[src/rtl/vive_tx_scheduler.sv]
// vive_tx_scheduler
//   Round-robin arbiter and serialiser that shares one serial link between
//   NCH lighthouse sensor channels. One measurement is latched per frame.
//   The frame goes out as {channel id, measurement, even parity}, MSB first.
//   Frames are separated by an optional idle gap.
//
// Ports
//   clk          system clock, all logic on the rising edge
//   rst          synchronous active-high reset
//   req_valid    per-channel measurement available
//   req_data     channel i occupies bits [i*DW +: DW]
//   req_ready    one-hot grant; a transfer happens when valid & ready at a clk edge
//   transmission high for the duration of a frame
//   clock        serial clock (low half first, CLK_DIV cycles per half)
//   data         serial data, changes only while clock is low
//   busy         high whenever the scheduler is not idle
//   grant_id     id of the channel currently or last transmitted
//   frame_cnt    completed frames, wraps 255 -> 0
module vive_tx_scheduler #(
  parameter int NCH     = 4,
  parameter int ID_W    = 2,
  parameter int DW      = 16,
  parameter int CLK_DIV = 8,
  parameter int GAP     = 4
) (
  input  logic              clk,
  input  logic              rst,
  input  logic [NCH-1:0]    req_valid,
  input  logic [NCH*DW-1:0] req_data,
  output logic [NCH-1:0]    req_ready,
  output logic              transmission,
  output logic              clock,
  output logic              data,
  output logic              busy,
  output logic [ID_W-1:0]   grant_id,
  output logic [7:0]        frame_cnt
);

  localparam int NBITS   = ID_W + DW + 1;
  localparam int BW      = $clog2(NBITS);
  localparam int DVW     = (CLK_DIV > 1) ? $clog2(CLK_DIV) : 1;
  localparam int GAP_CYC = GAP * 2 * CLK_DIV;
  localparam int GW      = (GAP_CYC > 1) ? $clog2(GAP_CYC) : 1;

  typedef enum logic [1:0] {
    S_IDLE  = 2'd0,
    S_SHIFT = 2'd1,
    S_GAP   = 2'd2
  } state_t;

  state_t             state_q;
  logic [ID_W-1:0]    ptr_q;
  logic [NBITS-1:0]   shreg_q;
  logic [DVW-1:0]     div_q;
  logic [BW-1:0]      bit_q;
  logic [GW-1:0]      gap_q;
  logic               tx_q;
  logic               clk_q;
  logic               data_q;
  logic [ID_W-1:0]    grant_q;
  logic [7:0]         fcnt_q;

  logic [DW-1:0]      req_word [NCH];

  // Arbitration results (combinational)
  logic               found_hi, found_lo, arb_found;
  logic [ID_W-1:0]    hi_idx, lo_idx, arb_idx;
  logic [DW-1:0]      hi_data, lo_data, arb_data;
  logic [ID_W-1:0]    ptr_d;
  logic [NBITS-1:0]   frame_d;

  generate
    for (genvar gi = 0; gi < NCH; gi++) begin : g_chan
      assign req_word[gi]  = req_data[gi*DW +: DW];
      assign req_ready[gi] = (state_q == S_IDLE) && !rst && arb_found &&
                             (arb_idx == ID_W'(gi));
    end
  endgenerate

  // Rotating priority as two passes: channels ptr..NCH-1 first, then 0..ptr-1.
  // The wrap-around pass only matters when the upper pass finds nothing.
  always_comb begin
    found_hi = 1'b0;
    found_lo = 1'b0;
    hi_idx   = '0;
    lo_idx   = '0;
    hi_data  = '0;
    lo_data  = '0;
    for (int j = 0; j < NCH; j++) begin
      if (!found_hi && req_valid[j] && (ID_W'(j) >= ptr_q)) begin
        found_hi = 1'b1;
        hi_idx   = ID_W'(j);
        hi_data  = req_word[j];
      end
      if (!found_lo && req_valid[j]) begin
        found_lo = 1'b1;
        lo_idx   = ID_W'(j);
        lo_data  = req_word[j];
      end
    end
    arb_found = found_hi || found_lo;
    arb_idx   = found_hi ? hi_idx  : lo_idx;
    arb_data  = found_hi ? hi_data : lo_data;
    ptr_d     = (arb_idx == ID_W'(NCH - 1)) ? '0 : arb_idx + 1'b1;
    frame_d   = {arb_idx, arb_data, ^{arb_idx, arb_data}};
  end

  always_ff @(posedge clk) begin
    if (rst) begin
      state_q <= S_IDLE;
      ptr_q   <= '0;
      shreg_q <= '0;
      div_q   <= '0;
      bit_q   <= '0;
      gap_q   <= '0;
      tx_q    <= 1'b0;
      clk_q   <= 1'b0;
      data_q  <= 1'b0;
      grant_q <= '0;
      fcnt_q  <= '0;
    end else begin
      case (state_q)
        S_IDLE: begin
          if (arb_found) begin
            // First bit goes straight onto the line; the shift register keeps
            // the remaining bits left-aligned.
            data_q  <= frame_d[NBITS-1];
            shreg_q <= frame_d << 1;
            tx_q    <= 1'b1;
            clk_q   <= 1'b0;
            div_q   <= '0;
            bit_q   <= '0;
            grant_q <= arb_idx;
            ptr_q   <= ptr_d;
            state_q <= S_SHIFT;
          end
        end

        S_SHIFT: begin
          if (div_q == DVW'(CLK_DIV - 1)) begin
            div_q <= '0;
            if (!clk_q) begin
              clk_q <= 1'b1;
            end else begin
              // End of the high phase is the bit boundary.
              clk_q <= 1'b0;
              if (bit_q == BW'(NBITS - 1)) begin
                tx_q    <= 1'b0;
                data_q  <= 1'b0;
                fcnt_q  <= fcnt_q + 8'd1;
                gap_q   <= '0;
                state_q <= (GAP == 0) ? S_IDLE : S_GAP;
              end else begin
                bit_q   <= bit_q + 1'b1;
                data_q  <= shreg_q[NBITS-1];
                shreg_q <= shreg_q << 1;
              end
            end
          end else begin
            div_q <= div_q + 1'b1;
          end
        end

        S_GAP: begin
          if (int'(gap_q) == GAP_CYC - 1) begin
            state_q <= S_IDLE;
          end else begin
            gap_q <= gap_q + 1'b1;
          end
        end

        default: state_q <= S_IDLE;
      endcase
    end
  end

  assign transmission = tx_q;
  assign clock        = clk_q;
  assign data         = data_q;
  assign busy         = (state_q != S_IDLE);
  assign grant_id     = grant_q;
  assign frame_cnt    = fcnt_q;

endmodule

[config.mk]
export PLATFORM = sky130hd
export DESIGN_NAME = vive_tx_scheduler
export DESIGN_NICKNAME = d
export VERILOG_FILES = /design/src/rtl/vive_tx_scheduler.sv
export SDC_FILE = /design/constraint.sdc
export NUM_CORES = 1
export LEC_CHECK = 0
export CORE_ASPECT_RATIO = 0.5
export CORE_UTILIZATION = 50
export DETAILED_ROUTE_END_ITERATION = 7
export PLACE_DENSITY = 0.82
export SYNTH_ARGS = -nofsm -noshare
export SYNTH_HDL_FRONTEND = slang
export SYNTH_SLANG_ARGS = --single-unit
export TNS_END_PERCENT = 30
[constraint.sdc]
create_clock -name clk -period 4.2 [get_ports clk]
set_clock_uncertainty 0.2 [all_clocks]
set_input_delay 0.63 -clock clk [delete_from_list [all_inputs] [get_ports clk]]
set_output_delay 0.63 -clock clk [all_outputs]
set_load 0.05 [all_outputs]
==> summary.txt <==
Run status
  • Status: completed

Cells and area
  • Finished Cell Area: 4593 sq um
  • Final core occ: 72.55%
  • Area of the multi-input gates: 2232 sq um
  • Reg area: 980.9 sq um
  • Share of cells above drive strength 1: 7.636%
  • Area Growth Syn to Fin: 34.42%
  • Layout Nets: 629
  • Post-route non-filler standard cell count: 638
  • Fillers: 520
  • Diode count: 0

STA
  • Final setup violation count: 0
  • Setup TNS: 0 ns
  • Hold Fails Final Rpt: 0
  • Period minus WS final: 3.778 ns
  • Fin crit share: 89.96%
  • Slew Limit Fails: 0
  • WHS: 0.2546 ns
  • Worst-margin pin slew: 0.7480 ns
  • Slew HR: 50.01%
  • RSZ-0062 raised after global routing: false
  • Fmax: 264.7 MHz

Drt
  • Final wirelength: 10170 um
  • Initial detailed-routing violation count: 415
  • Vias: 3703
  • DR pass1 iterations: 5
  • Vias per cell: 5.804
  • Routed len/inst: 15.94 um
  • DRC: 0
  • Routed Antenna Nets: 0

Synthesis
  • Syn Nets: 548
  • Syn. warnings: 0
  • Post-Syn Area: 3417 sq um
  • Top-count cell post-synth: nor2_1
  • Async S/R FF share, synth: 0%
  • Seq cells post-synth: 49
  • Syn Area/Cell: 7.301 sq um
  • Post-synth EDFFs: 0
  • Most common flop cell mapped by yosys: dfxtp_1
  • Top-area cell type share of the netlist area: 28.71%
  • Leading area contributor after synthesis: dfxtp_1
  • Library cells used by synthesis: 53
  • Post-Synthesis Cells: 468
  • Register area share after synthesis: 28.71%
  • Top post-synthesis cells by count: nor2_1, dfxtp_1, nand2_1, a21oi_1, nor3_1
  • Ranking of synthesized cells by area: dfxtp_1, nor2_1, a21oi_1

Critical path
  • Crit. End Element: flop
  • Slowest stage delay, CP: 0.59 ns
  • Slowest cell on crit path: clkdlybuf4s50_1
  • Kind of critical path: primary input to flop
  • Reg2reg start: ptr_q[0]
  • Kind of cell adding the most delay to the critical path: buffers and inverters
  • Crit Path Max Fanout: 10
  • Crit path DAT: 3.74 ns
  • Worst Setup SP: req_valid[2]
  • Worst setup SP type: primary input
  • Crit path cell chain: clkdlybuf4s50_1 > buf_4 > inv_1 > o21ai_0 > a211oi_1 > inv_1 > ha_1 > xor2_1 > xnor2_1 > xnor2_1 > xnor3_1 > o2bb2ai_1
  • Worst Path Buf+Inv: 4
  • Worst EP required: 4.16 ns

Placement
  • Post-DP Area: 4420 sq um
  • Gp weighted congestion: 0.9850
  • Final HPWL from detailed placement: 7347 um
  • Placed Cells: 630
  • Buffers on Ports: 87

Floorplan
  • Die H: 60.46 um
  • Io pins: 88
  • DIE WIDTH: 118.9 um
  • Cell Rows: 20
  • Die ar.: 7189 sq um
  • Starting Density: 53.97%
  • CORE AREA: 6331 sq um

Clock network
  • Num CTS Buffers: 5
  • Sink Count: 49
  • Clock latency at the later pin of the worst-skew pair: 0.29 ns
  • CTS tree: done
  • Reg clk slew, reported paths: 0.06 ns
  • Cts hold-fix bufs: 0
  • Post-CTS resize count: 0
  • Postcts setup bufs: 0
  • Clk buf depth: 2
  • CTS root buf: clkbuf_16
  • H-tree levels: 2

Power
  • Peak supply drop: 0.0002220 V
  • Static Leak: 0.001801 uW
  • Power per standard cell area: 334.3 nW/um^2

GRT
  • Met1 usage: 39.55%
  • GR Overflow Total: 0
  • Vias in the first global route: 3320
  • First-pass GRT wire length: 16420 um
  • Maximum number of pins on one net before global-route repair: 44
  • Met3 usage: 6.297%
  • Initial antenna violation count: 0
  • GRT busiest layer: met2
  • M2 GR Usage: 48.20%
  • GRT Util Overall: 29.06%

Worst hold path
  • Hold_sp: grant_id[0]
  • Worst Hold Class: flop to flop

Job
  • Max-cap violations: 0
[stage by stage]
stage | setup slack [ns] | power [uW]
after global routing | 0.3315 | 1614
after CTS | 0.4841 | 1534
after global placement | 0.3554 | 1060
final | 0.4217 | 1535
after detailed placement | 0.2138 | 1074
after floorplan | 0.6796 | 893.2
[per-layer routing]
| metal | part of all wire (%) | vias up |
|---|---|---|
| li1 | - | 1832 |
| met1 | 46 | 1673 |
| met2 | 43 | 182 |
| met3 | 9.6 | 16 |
| met4 | 1.2 | 0 |
| met5 | 0 | - |
[final cells by class]
cell class                 instances  area share [%]
clock buffer                       7           3.105
clock inverter                     1          0.6538
inverter                          17           1.389
multi-input combinational        371           48.60
sequential                        49           21.36
tap                               88           2.397
timing repair buffer             105           22.50
[worst register-to-register path, cell delays in order (launching register included)]
cell	delay [ns]
dfxtp_1	0.66
nand2b_1	0.27
a21oi_2	0.08
buf_4	0.21
a221o_1	0.30
o21ai_1	0.27
xnor2_1	0.18
xnor3_1	0.26
xnor2_1	0.16
xnor3_1	0.42
o2bb2ai_1	0.13
[where the power goes]
part,total [uW],internal [uW],switching (uW)
combinational,567,290,276
clock,460,297,163
sequential,508,489,19.8
[cells in the final DEF, fill, tap and decap left out, types with 9 or more instances in the layout]
| cell | count |
|---|---|
| nor2_1 | 83 |
| clkdlybuf4s50_1 | 83 |
| a21oi_1 | 37 |
| nand2_1 | 43 |
| a211oi_1 | 15 |
| dfxtp_1 | 49 |
| a31oi_1 | 9 |
| buf_4 | 19 |
| ha_1 | 10 |
| xor2_1 | 13 |
| inv_1 | 17 |
| xnor2_1 | 10 |
| nor3_1 | 23 |
| o21ai_0 | 21 |
[state kept, by name (all words and copies together) (netlist names), 2 cells and up]
register,cells
state_q,2
bit_q,5
shreg_q,18
grant_id,2
div_q,3
ptr_q,2
frame_cnt,8
gap_q,6
[cells by family (layout without fill, tap and decap cells)]
group,after synthesis,in the layout,share of synthesized area [%]
muxes,4,4,1.172
adders and majority gates,10,10,3.662
xor gates and xnor gates,26,26,7.872
AOI/OAI and AO/OA,138,138,27.17
DFF,49,49,28.71
and+or+nand+nor,193,193,25.45
buffers and inverters,48,130,5.969
[path summary, 6_finish.rpt]
path | endpoint | depth (start not counted) | slack, ns
min reg2reg | grant_id[0] | 2 | 0.25
max | shreg_q[1] | 12 | 0.42
max reg2reg | shreg_q[1] | 10 | 0.93
min | grant_id[0] | 2 | 0.25
No activity file was read; power rests on OpenSTA's default activity.
